--- config.mk ---
export PLATFORM = sky130hd
export DESIGN_NAME = vga_pattern_gen
export DESIGN_NICKNAME = d
export VERILOG_FILES = /design/src/rtl/vga_pattern_gen.sv
export SDC_FILE = /design/constraint.sdc
export NUM_CORES = 1
export LEC_CHECK = 0
export BUFFER_PORTS_ARGS = -buffer_cell sky130_fd_sc_hd__buf_2
export CORE_MARGIN = 5
export CORE_UTILIZATION = 50
export DETAILED_ROUTE_END_ITERATION = 16
export PLACE_DENSITY = 0.77
export SKIP_LAST_GASP = 1
export SYNTH_ARGS = -nofsm -noshare
export SYNTH_HDL_FRONTEND = slang
export SYNTH_SLANG_ARGS = --single-unit
--- constraint.sdc ---
create_clock -name CLK -period 7.85 [get_ports CLK]
set_input_delay 0 -clock CLK [delete_from_list [all_inputs] [get_ports CLK]]
set_output_delay 0 -clock CLK [all_outputs]
set_load 0.01 [all_outputs]
--- src/rtl/vga_pattern_gen.sv ---
// vga_pattern_gen
//   Parametrised VGA timing and test-pattern generator. A 16-bit phase
//   accumulator derives the pixel strobe from CLK. Horizontal/vertical
//   counters advance on each strobe. Sync, blanking, coordinates and colour
//   are registered on that same strobe edge, so they always describe the
//   same pixel. The pattern is chosen at run time through MODE:
//   colour bars, checkerboard, bouncing square or gradient.
//
// Ports
//   CLK          in   system clock
//   RST_BTN      in   synchronous active-high reset
//   MODE         in   pattern select: 0 bars, 1 checker, 2 square, 3 gradient
//   VGA_HS_OUT   out  horizontal sync (active level HS_POL)
//   VGA_VS_OUT   out  vertical sync (active level VS_POL)
//   VGA_R/G/B    out  colour channels, zero outside the active area
//   O_X, O_Y     out  current pixel coordinates (full raster, incl. blanking)
//   O_ACTIVE     out  pixel lies in the visible area
//   O_PIX_STB    out  one-CLK pulse in the cycle after the outputs update
//   O_FRAME_STB  out  as O_PIX_STB, only for the update that enters (0,0)
module vga_pattern_gen #(
    parameter int          H_ACTIVE = 1024,
    parameter int          H_FP     = 24,
    parameter int          H_SYNC   = 136,
    parameter int          H_BP     = 160,
    parameter int          V_ACTIVE = 768,
    parameter int          V_FP     = 3,
    parameter int          V_SYNC   = 6,
    parameter int          V_BP     = 29,
    parameter bit          HS_POL   = 1'b0,
    parameter bit          VS_POL   = 1'b0,
    parameter logic [15:0] STB_INC  = 16'hA666,
    parameter int          COLOR_W  = 4,
    parameter int          SQ_SIZE  = 64,
    parameter int          SQ_STEP  = 2,
    localparam int         H_TOTAL  = H_ACTIVE + H_FP + H_SYNC + H_BP,
    localparam int         V_TOTAL  = V_ACTIVE + V_FP + V_SYNC + V_BP,
    localparam int         X_W      = $clog2(H_TOTAL),
    localparam int         Y_W      = $clog2(V_TOTAL)
) (
    input  logic               CLK,
    input  logic               RST_BTN,
    input  logic [1:0]         MODE,
    output logic               VGA_HS_OUT,
    output logic               VGA_VS_OUT,
    output logic [COLOR_W-1:0] VGA_R,
    output logic [COLOR_W-1:0] VGA_G,
    output logic [COLOR_W-1:0] VGA_B,
    output logic [X_W-1:0]     O_X,
    output logic [Y_W-1:0]     O_Y,
    output logic               O_ACTIVE,
    output logic               O_PIX_STB,
    output logic               O_FRAME_STB
);

    localparam int YA_W     = $clog2(V_ACTIVE);
    localparam int BAR_W    = H_ACTIVE / 8;
    localparam int HS_START = H_ACTIVE + H_FP;
    localparam int HS_END   = HS_START + H_SYNC;
    localparam int VS_START = V_ACTIVE + V_FP;
    localparam int VS_END   = VS_START + V_SYNC;

    logic [15:0]        r_acc;
    logic               r_stb;
    logic [X_W-1:0]     r_hc;
    logic [Y_W-1:0]     r_vc;
    logic [1:0]         r_mode;
    logic [X_W-1:0]     r_sx;
    logic [Y_W-1:0]     r_sy;
    logic               r_dx;      // 1 = moving towards smaller x
    logic               r_dy;
    logic [7:0]         r_frame;

    logic [X_W-1:0]     w_hc_n;
    logic [Y_W-1:0]     w_vc_n;
    logic               w_sof;
    logic [1:0]         w_mode_n;
    logic [X_W-1:0]     w_sx_n;
    logic [Y_W-1:0]     w_sy_n;
    logic               w_dx_n;
    logic               w_dy_n;
    logic [7:0]         w_frame_n;
    logic               w_active;
    logic               w_hs_act;
    logic               w_vs_act;
    logic [2:0]         w_bar;
    logic               w_in_sq;
    logic [COLOR_W-1:0] w_r;
    logic [COLOR_W-1:0] w_g;
    logic [COLOR_W-1:0] w_b;

    // Post-advance counters: everything below is decoded from the pixel the
    // strobe is about to enter, so coordinates and colour stay aligned.
    always_comb begin
        w_hc_n = r_hc + 1'b1;
        w_vc_n = r_vc;
        if (r_hc == X_W'(H_TOTAL - 1)) begin
            w_hc_n = '0;
            w_vc_n = (r_vc == Y_W'(V_TOTAL - 1)) ? '0 : r_vc + 1'b1;
        end
    end

    assign w_sof     = (w_hc_n == '0) && (w_vc_n == '0);
    assign w_mode_n  = w_sof ? MODE : r_mode;
    assign w_frame_n = w_sof ? r_frame + 8'd1 : r_frame;

    // Square position steps once per frame; the edge test looks one step
    // ahead so the square never leaves the visible area.
    always_comb begin
        w_sx_n = r_sx;
        w_dx_n = r_dx;
        w_sy_n = r_sy;
        w_dy_n = r_dy;
        if (w_sof) begin
            if (!r_dx) begin
                if (32'(r_sx) + 32'(SQ_STEP + SQ_SIZE) > 32'(H_ACTIVE)) begin
                    w_dx_n = 1'b1;
                    w_sx_n = r_sx - X_W'(SQ_STEP);
                end else begin
                    w_sx_n = r_sx + X_W'(SQ_STEP);
                end
            end else begin
                if (32'(r_sx) < 32'(SQ_STEP)) begin
                    w_dx_n = 1'b0;
                    w_sx_n = r_sx + X_W'(SQ_STEP);
                end else begin
                    w_sx_n = r_sx - X_W'(SQ_STEP);
                end
            end
            if (!r_dy) begin
                if (32'(r_sy) + 32'(SQ_STEP + SQ_SIZE) > 32'(V_ACTIVE)) begin
                    w_dy_n = 1'b1;
                    w_sy_n = r_sy - Y_W'(SQ_STEP);
                end else begin
                    w_sy_n = r_sy + Y_W'(SQ_STEP);
                end
            end else begin
                if (32'(r_sy) < 32'(SQ_STEP)) begin
                    w_dy_n = 1'b0;
                    w_sy_n = r_sy + Y_W'(SQ_STEP);
                end else begin
                    w_sy_n = r_sy - Y_W'(SQ_STEP);
                end
            end
        end
    end

    assign w_active = (32'(w_hc_n) < 32'(H_ACTIVE)) && (32'(w_vc_n) < 32'(V_ACTIVE));
    assign w_hs_act = (32'(w_hc_n) >= 32'(HS_START)) && (32'(w_hc_n) < 32'(HS_END));
    assign w_vs_act = (32'(w_vc_n) >= 32'(VS_START)) && (32'(w_vc_n) < 32'(VS_END));
    assign w_bar    = 3'(w_hc_n / X_W'(BAR_W));
    assign w_in_sq  = (w_hc_n >= w_sx_n) && (32'(w_hc_n) < 32'(w_sx_n) + 32'(SQ_SIZE)) &&
                      (w_vc_n >= w_sy_n) && (32'(w_vc_n) < 32'(w_sy_n) + 32'(SQ_SIZE));

    always_comb begin
        w_r = '0;
        w_g = '0;
        w_b = '0;
        case (w_mode_n)
            2'd0: begin
                w_r = {COLOR_W{w_bar[2]}};
                w_g = {COLOR_W{w_bar[1]}};
                w_b = {COLOR_W{w_bar[0]}};
            end
            2'd1: begin
                w_r = {COLOR_W{w_hc_n[5] ^ w_vc_n[5]}};
                w_g = {COLOR_W{w_hc_n[5] ^ w_vc_n[5]}};
                w_b = {COLOR_W{w_hc_n[5] ^ w_vc_n[5]}};
            end
            2'd2: begin
                w_r = {COLOR_W{w_in_sq}};
                w_g = {COLOR_W{w_in_sq}};
                w_b = '1;
            end
            default: begin
                w_r = w_hc_n[X_W-1 -: COLOR_W];
                w_g = w_vc_n[YA_W-1 -: COLOR_W];
                w_b = w_frame_n[COLOR_W-1:0];
            end
        endcase
        if (!w_active) begin
            w_r = '0;
            w_g = '0;
            w_b = '0;
        end
    end

    always_ff @(posedge CLK) begin
        if (RST_BTN) begin
            r_acc       <= '0;
            r_stb       <= 1'b0;
            r_hc        <= '0;
            r_vc        <= '0;
            r_mode      <= '0;
            r_sx        <= '0;
            r_sy        <= '0;
            r_dx        <= 1'b0;
            r_dy        <= 1'b0;
            r_frame     <= '0;
            VGA_HS_OUT  <= ~HS_POL;
            VGA_VS_OUT  <= ~VS_POL;
            VGA_R       <= '0;
            VGA_G       <= '0;
            VGA_B       <= '0;
            O_ACTIVE    <= 1'b0;
            O_PIX_STB   <= 1'b0;
            O_FRAME_STB <= 1'b0;
        end else begin
            {r_stb, r_acc} <= {1'b0, r_acc} + {1'b0, STB_INC};
            O_PIX_STB      <= r_stb;
            O_FRAME_STB    <= r_stb & w_sof;
            if (r_stb) begin
                r_hc       <= w_hc_n;
                r_vc       <= w_vc_n;
                r_mode     <= w_mode_n;
                r_sx       <= w_sx_n;
                r_sy       <= w_sy_n;
                r_dx       <= w_dx_n;
                r_dy       <= w_dy_n;
                r_frame    <= w_frame_n;
                VGA_HS_OUT <= w_hs_act ? HS_POL : ~HS_POL;
                VGA_VS_OUT <= w_vs_act ? VS_POL : ~VS_POL;
                VGA_R      <= w_r;
                VGA_G      <= w_g;
                VGA_B      <= w_b;
                O_ACTIVE   <= w_active;
            end
        end
    end

    assign O_X = r_hc;
    assign O_Y = r_vc;

endmodule

---- Yosys cells after proc, flatten, opt, wreduce, memory -nomap -nowiden ----
Cells that the tools add are included.
word-level totals
  bits in registers ....................... 88
  bits of input ports ..................... 4
  output and inout bits ................... 38
  logic and storage cells ................. 89
operators by class
  add/sub/neg operators ................... 12
  magnitude comparators ................... 14
  eq/ne operators ......................... 4
  muxes and demuxes ....................... 27
  bitwise gates (word level) .............. 2
  reductions and logical operators ........ 11
operators with widths
  operator                                                                 number
  10-bit two-way mux                                                       6
  11-bit two-way mux                                                       5
  4-bit case mux with 3 select lines                                       3
  11-bit by 7-bit adder with 12-bit output (second input constant)         2
  10-bit by 7-bit adder with 11-bit output (second input constant)         2
  11-bit < comparator (second input constant)                              2
  10-bit < comparator (second input constant)                              2
  16-bit by 16-bit adder with 17-bit output (second input constant)        1
  4-bit two-way mux                                                        4
  12-bit by 11-bit > comparator with 1-bit output (second input constant)  1
  11-bit by 12-bit < comparator with 1-bit output                          1
  11-bit by 1-bit adder with 11-bit output (second input constant)         1
  11-bit by 2-bit adder with 11-bit output (second input constant)         1
  11-bit == test (second input constant)                                   1
  11-bit >= comparator                                                     1
  11-bit >= comparator (second input constant)                             1
  11-bit by 10-bit > comparator with 1-bit output (second input constant)  1
  11-bit zero test                                                         1
  10-bit by 11-bit < comparator with 1-bit output                          1
  11-bit by 2-bit < comparator with 1-bit output (second input constant)   1
  11-bit by 2-bit subtractor with 11-bit output (second input constant)    1
  10-bit by 1-bit adder with 10-bit output (second input constant)         1
  10-bit by 2-bit adder with 10-bit output (second input constant)         1
  10-bit == test (second input constant)                                   1
  15 further kinds                                                         28

---- Depth between registers and ports, before layout ----
  depth in word-level cells ............... 13
  depth in mapped cells ................... 25
  mapped depth without buffers ............ 23

---- Least setup slack after synthesis ----
No wires, ideal clock.
  path type ............................... register to register
  from .................................... register r_hc[9], in the netlist O_X[9]
  to ...................................... register VGA_R[3]
  library setup time ...................... 0.122 ns
  arrival ................................. 5.446 ns
  data required time ...................... 7.728 ns
  slack ................................... 2.282 ns
  cell stages (with the launch flop) ...... 24
  buffers on the path ..................... 2
  clock period less this slack ............ 5.568 ns
  cell sequence ........................... dfxtp_1 > buf_6 > or4b_4 > or4_4 > mux2_4 > nand4b_1 > or4_4 > nor3_2 > buf_4 > nand2_1 > o21ai_0 > ha_1 > nor3b_1 > xor2_1 > ha_1 > o211ai_1 > o21a_1 > a31oi_1 > nand4b_1 > o21ai_0 > o41ai_4 > nand4_1 > a21oi_1 > a221o_1
between the ends
  word-level cells in the longest chain between the ends .. 12
  elaborated cells on any way between the ends .. 28
  classes of those cells .................. add/sub: 3; order compare: 6; eq/ne: 3; mux: 7; bitwise: 1; reduce/logical: 8
ends and longest elaborated chain
  what                                             line  RTL
  from (decl)                                      64    logic [X_W-1:0] r_hc;
  from (signal assigned)                           212   r_hc <= w_hc_n;
  11-bit == test (*)                               96    if (r_hc == X_W'(H_TOTAL - 1)) begin
  10-bit two-way mux (*)                           96
  named net w_vc_n[3]                              74    logic [Y_W-1:0] w_vc_n;
  10-bit zero test                                 102   assign w_sof = (w_hc_n == '0) && (w_vc_n == '0);
  1-bit logical AND                                102
  11-bit two-way mux                               113   if (w_sof) begin
  11-bit by 7-bit adder with 12-bit output         151   assign w_in_sq = (w_hc_n >= w_sx_n) && (32'(w_hc_n) < 32'(w_sx_n) + 32'(SQ_SIZE)) &&
  11-bit by 12-bit < comparator with 1-bit output  151
  1-bit logical AND (2 in a row)                   151
  1-bit logical AND                                152   (w_vc_n >= w_sy_n) && (32'(w_vc_n) < 32'(w_sy_n) + 32'(SQ_SIZE));
  4-bit case mux with 3 select lines               158   case (w_mode_n)
  4-bit two-way mux (*)                            180   if (!w_active) begin
  to (signal assigned)                             222   VGA_R <= w_r;
  to (decl)                                        45    output logic [COLOR_W-1:0] VGA_R,
Mark *: on every way through the listed nets, which the timed path passes. The rest lies on a longest branch.
A chain may end at the register's enable or synchronous reset.

---- Final worst setup path ----
  from .................................... register r_hc[6], in the netlist O_X[6]
  to ...................................... register VGA_G[1]
between the ends
  word-level cells in the longest chain between the ends .. 12
  elaborated cells on any way between the ends .. 28
  classes of those cells .................. add/sub: 3; order compare: 6; eq/ne: 3; mux: 7; bitwise: 1; reduce/logical: 8
ends and longest elaborated chain
  what                                                                               line    RTL
  11-bit by 1-bit adder with 11-bit output / 11-bit == test (equally long branches)  94, 96
  11-bit two-way mux / 10-bit two-way mux (equally long branches)                    96
  11-bit zero test / 10-bit zero test (equally long branches)                        102
  1-bit logical AND (*)                                                              102
  11-bit two-way mux (*)                                                             113
  named net w_sx_n[7]                                                                77      logic [X_W-1:0] w_sx_n;
  11-bit by 7-bit adder with 12-bit output                                           151
  11-bit by 12-bit < comparator with 1-bit output                                    151
  1-bit logical AND (*) (2 in a row)                                                 151
  1-bit logical AND (*)                                                              152
  4-bit case mux with 3 select lines (*)                                             158
  4-bit two-way mux (*)                                                              180
  to (signal assigned)                                                               223     VGA_G <= w_g;
  to (decl)                                                                          46      output logic [COLOR_W-1:0] VGA_G,
Marks and branches as above.

==> results.sh <==
export IMPL_status="completed"
export IMPL_grt_ovfl_total=0
export IMPL_pwr_share_seq=0.448
export IMPL_hp_start="RST_BTN"
export IMPL_setup_ws_ns=1.78
export IMPL_pin_count=42
export IMPL_p_clk_frac=0.422
export IMPL_drtAntennaViolNets=0
export IMPL_grt_pass1_vias=5190
export IMPL_path_class="register to register"
export IMPL_period_needed_ns=6.07
export IMPL_port_buffers=41
export IMPL_critPathSlowestCell="nor4b_1"
export IMPL_worst_pin_slew_ns=0.776
export IMPL_synth_edf_count=0
export IMPL_synth_avg_cell_area_sq_um=7.55
export IMPL_post_cts_setup_buffers=0
export IMPL_numClockSinks=81
export IMPL_grt_pass1_wl_mm=25.6
export IMPL_finalHoldViolCount=0
export IMPL_maxCapViolCount=0
export IMPL_reg2reg_slack_ns=1.78
export IMPL_num_rows=40
export IMPL_drive_gt1_frac=0.0998
export IMPL_rsz0062_at_grt="no"
export IMPL_met3_length_mm=1.01
export IMPL_fp_dieH_microns=121
export IMPL_crit_fanout=25
export IMPL_synth_common_cells="nand2_1, nor2_1, dfxtp_1"
export IMPL_vias_per_cell=5.75
export IMPL_slowest_delay_ns=0.59
export IMPL_worstSkewPairLatency_ns=0.35
export IMPL_place_gp_congestion=0.896
export IMPL_synth_warnings=0
export IMPL_power_density_mw_per_mm2=150
export IMPL_hold_path_class="input port to register"
export IMPL_setup_tns_ns=0
export IMPL_peakVddDrop_uv=141
export IMPL_startpoint="O_X[6]"
export IMPL_worstSetupEndpointType="register"
export IMPL_synthArstFlopShare=0
export IMPL_hpwl_mm=10.9
export IMPL_htreeDepth=3
export IMPL_postCtsResizedCells=0
export IMPL_start_util=0.511
export IMPL_ys_flop_type="dfxtp_1"
export IMPL_setup_viol=0
export IMPL_min_to="O_Y[6]"
export IMPL_reg2reg_depth=22
export IMPL_drt_iter0_drc=475
export IMPL_cts_root_buf="clkbuf_16"
export IMPL_ys_seq_area_frac=0.263
export IMPL_nNetsFinal=872
export IMPL_syn_area_sq_mm=0.00616
export IMPL_synthCells=816
export IMPL_grt_max_degree=72
export IMPL_critical_path_cell_chain="nor4b_1, nand4_1, o311ai_0, o211ai_1, or4_1, or3_1, buf_4, mux2i_1, inv_1, ha_1, nor3b_1, xor2_1, ha_1, o211ai_1, o21a_1, a31oi_1, nand4b_1, o21ai_0, o41ai_4, nand4b_1, o211a_1, o21ai_1"
export IMPL_p_int_mw=0.732
export IMPL_wl_met2_mm=6.90
export IMPL_postCtsHoldBufs=2
export IMPL_critPathLaunchType="register"
export IMPL_die_x_microns=121
export IMPL_dp_slack_ns=1.83
export IMPL_drt_pass1_iter_count=5
export IMPL_slew_headroom=0.483
export IMPL_slew_violations=0
export IMPL_syn_nets=861
export IMPL_rr_endpoint="VGA_G[1]"
export IMPL_antenna_found_initial=0
export IMPL_timing_fmax_mhz=165
export IMPL_min_path_cells=3
export IMPL_synth_distinct_cells=71
export IMPL_n_antenna_cell=0
export IMPL_die_area_sq_mm=0.0146
export IMPL_worstPathArrival_ns=6.30
export IMPL_wirelength_mm=15.2
export IMPL_cts_tree="built"
export IMPL_fin_worst_skew_ns=0.00842
export IMPL_switching_share=0.276
export IMPL_synth_most_common_cell="nand2_1"
export IMPL_avgRoutedWirePerCell_microns=15.2
export IMPL_path_clk_slew_ns=0.07
export IMPL_wirelength_met1_mm=7.00
export IMPL_reg2reg_from="O_X[6]"
export IMPL_routed_top_layer="met4"
export IMPL_period_share=0.773
export IMPL_synthTopCellsByArea="dfxtp_1, ha_1, nand2_1"
export IMPL_drc=0
export IMPL_track_usage=0.213
export IMPL_power_switching_mw=0.279
export IMPL_synth_top_area_cell="dfxtp_1"
export IMPL_p_leak_nw=2.80
export IMPL_cp_required_ns=8.08
export IMPL_area_growth_synth_to_final_pct=9.30
export IMPL_dr_total_vias=5751
export IMPL_synth_top_area_share=0.263
export IMPL_ys_ff_latch=81
export IMPL_fillCellCount=1157
export IMPL_p_comb_frac=0.129
export IMPL_cts_buffers=9
export IMPL_clock_path_buffers=2
export IMPL_core_area_sq_mm=0.0121
metal layers:
| layer | vias up | global-route usage |
|---|---|---|
| li1 | 2907 | - |
| met1 | 2637 | 0.275 |
| met2 | 178 | 0.339 |
| met3 | 29 | 0.0620 |
| met4 | 0 | 0.0722 |
| met5 | - | 0 |
layout by cell type (no fill, tap or decap), drive strengths merged, types with 9 or more instances in the layout:
| cell type | netlist | routed |
|---|---|---|
| dfxtp | 81 | 81 |
| xnor2 | 26 | 26 |
| nand2b | 9 | 9 |
| buf | 13 | 47 |
| inv | 36 | 37 |
| nor3 | 22 | 22 |
| o211ai | 10 | 10 |
| mux2i | 21 | 21 |
| o21ai | 33 | 33 |
| nand4 | 17 | 17 |
| a21oi | 52 | 52 |
| or4 | 10 | 10 |
| or3 | 10 | 10 |
| nor2 | 94 | 94 |
| xor2 | 39 | 39 |
| clkbuf | 36 | 10 |
| nand2 | 106 | 106 |
| ha | 41 | 41 |
| nand3 | 25 | 25 |
critical path: cells and delay by family (launching register included):
kind / cells / cell delay (ns)
DFF: 1 / 0.45
muxes: 1 / 0.25
and+or+nand+nor: 7 / 2.38
xor gates and xnor gates: 1 / 0.15
adders and majority gates: 2 / 0.52
AOI/OAI and AO/OA: 9 / 1.87
buffers and inverters: 2 / 0.32
power groups by stage:
stage | Combinational (mW) | Clock [mW] | Sequential (mW)
floorplan | 0.0998 | 0 | 0.456
global placement | 0.126 | 0 | 0.461
detailed placement | 0.128 | 0 | 0.462
CTS | 0.130 | 0.437 | 0.453
global route | 0.147 | 0.455 | 0.457
finish | 0.131 | 0.427 | 0.453
cell families after synthesis:
| kind of cell | Yosys count | synth area share |
|---|---|---|
| simple gates | 349 | 0.278 |
| compound gates | 169 | 0.183 |
| buf+inv | 85 | 0.0560 |
| flops | 81 | 0.263 |
| xor+xnor | 65 | 0.0924 |
| fa+ha+maj | 41 | 0.0832 |
| mux | 26 | 0.0439 |
how the worst max path moves through the flow:
stage	to	slack [ns]	cells after the start
after floorplan	VGA_R[3]	2.28	23
after detailed placement	VGA_R[2]	1.83	22
after global placement	VGA_R[2]	2.03	22
after global routing	VGA_G[1]	1.18	22
after CTS	VGA_G[1]	1.81	22
final	VGA_G[1]	1.78	22
metrics by stage:
stage                     area (sq um)  std cells  hold WS (ns)  utilization  power (mW)
after floorplan                   6160        816         0.140            -       0.556
after global placement            6420        982         0.307        0.532       0.588
after detailed placement          6420        982         0.321        0.532       0.590
after CTS                         6740       1000         0.311        0.558        1.02
after global routing              6740       1000         0.351        0.558        1.06
final                             6740       1000         0.308        0.558        1.01
sequential cells by signal, indices dropped and copies added, names as in the netlist, 2 cells and up:
signal,flops
O_X,11
O_Y,10
VGA_B,4
VGA_G,4
VGA_R,4
r_acc,15
r_frame,4
r_mode,2
r_sx,10
r_sy,9
layout make-up:
class,count,area [sq um],area share
Multi-Input combinational cell,650,4200,0.624
Clock inverter,6,67.6,0.0100
Clock buffer,10,229,0.0340
Tap cell,168,210,0.0312
Sequential cell,81,1620,0.241
Inverter,36,135,0.0201
Timing Repair Buffer,49,270,0.0401
(Power assumes the default switching activity.)
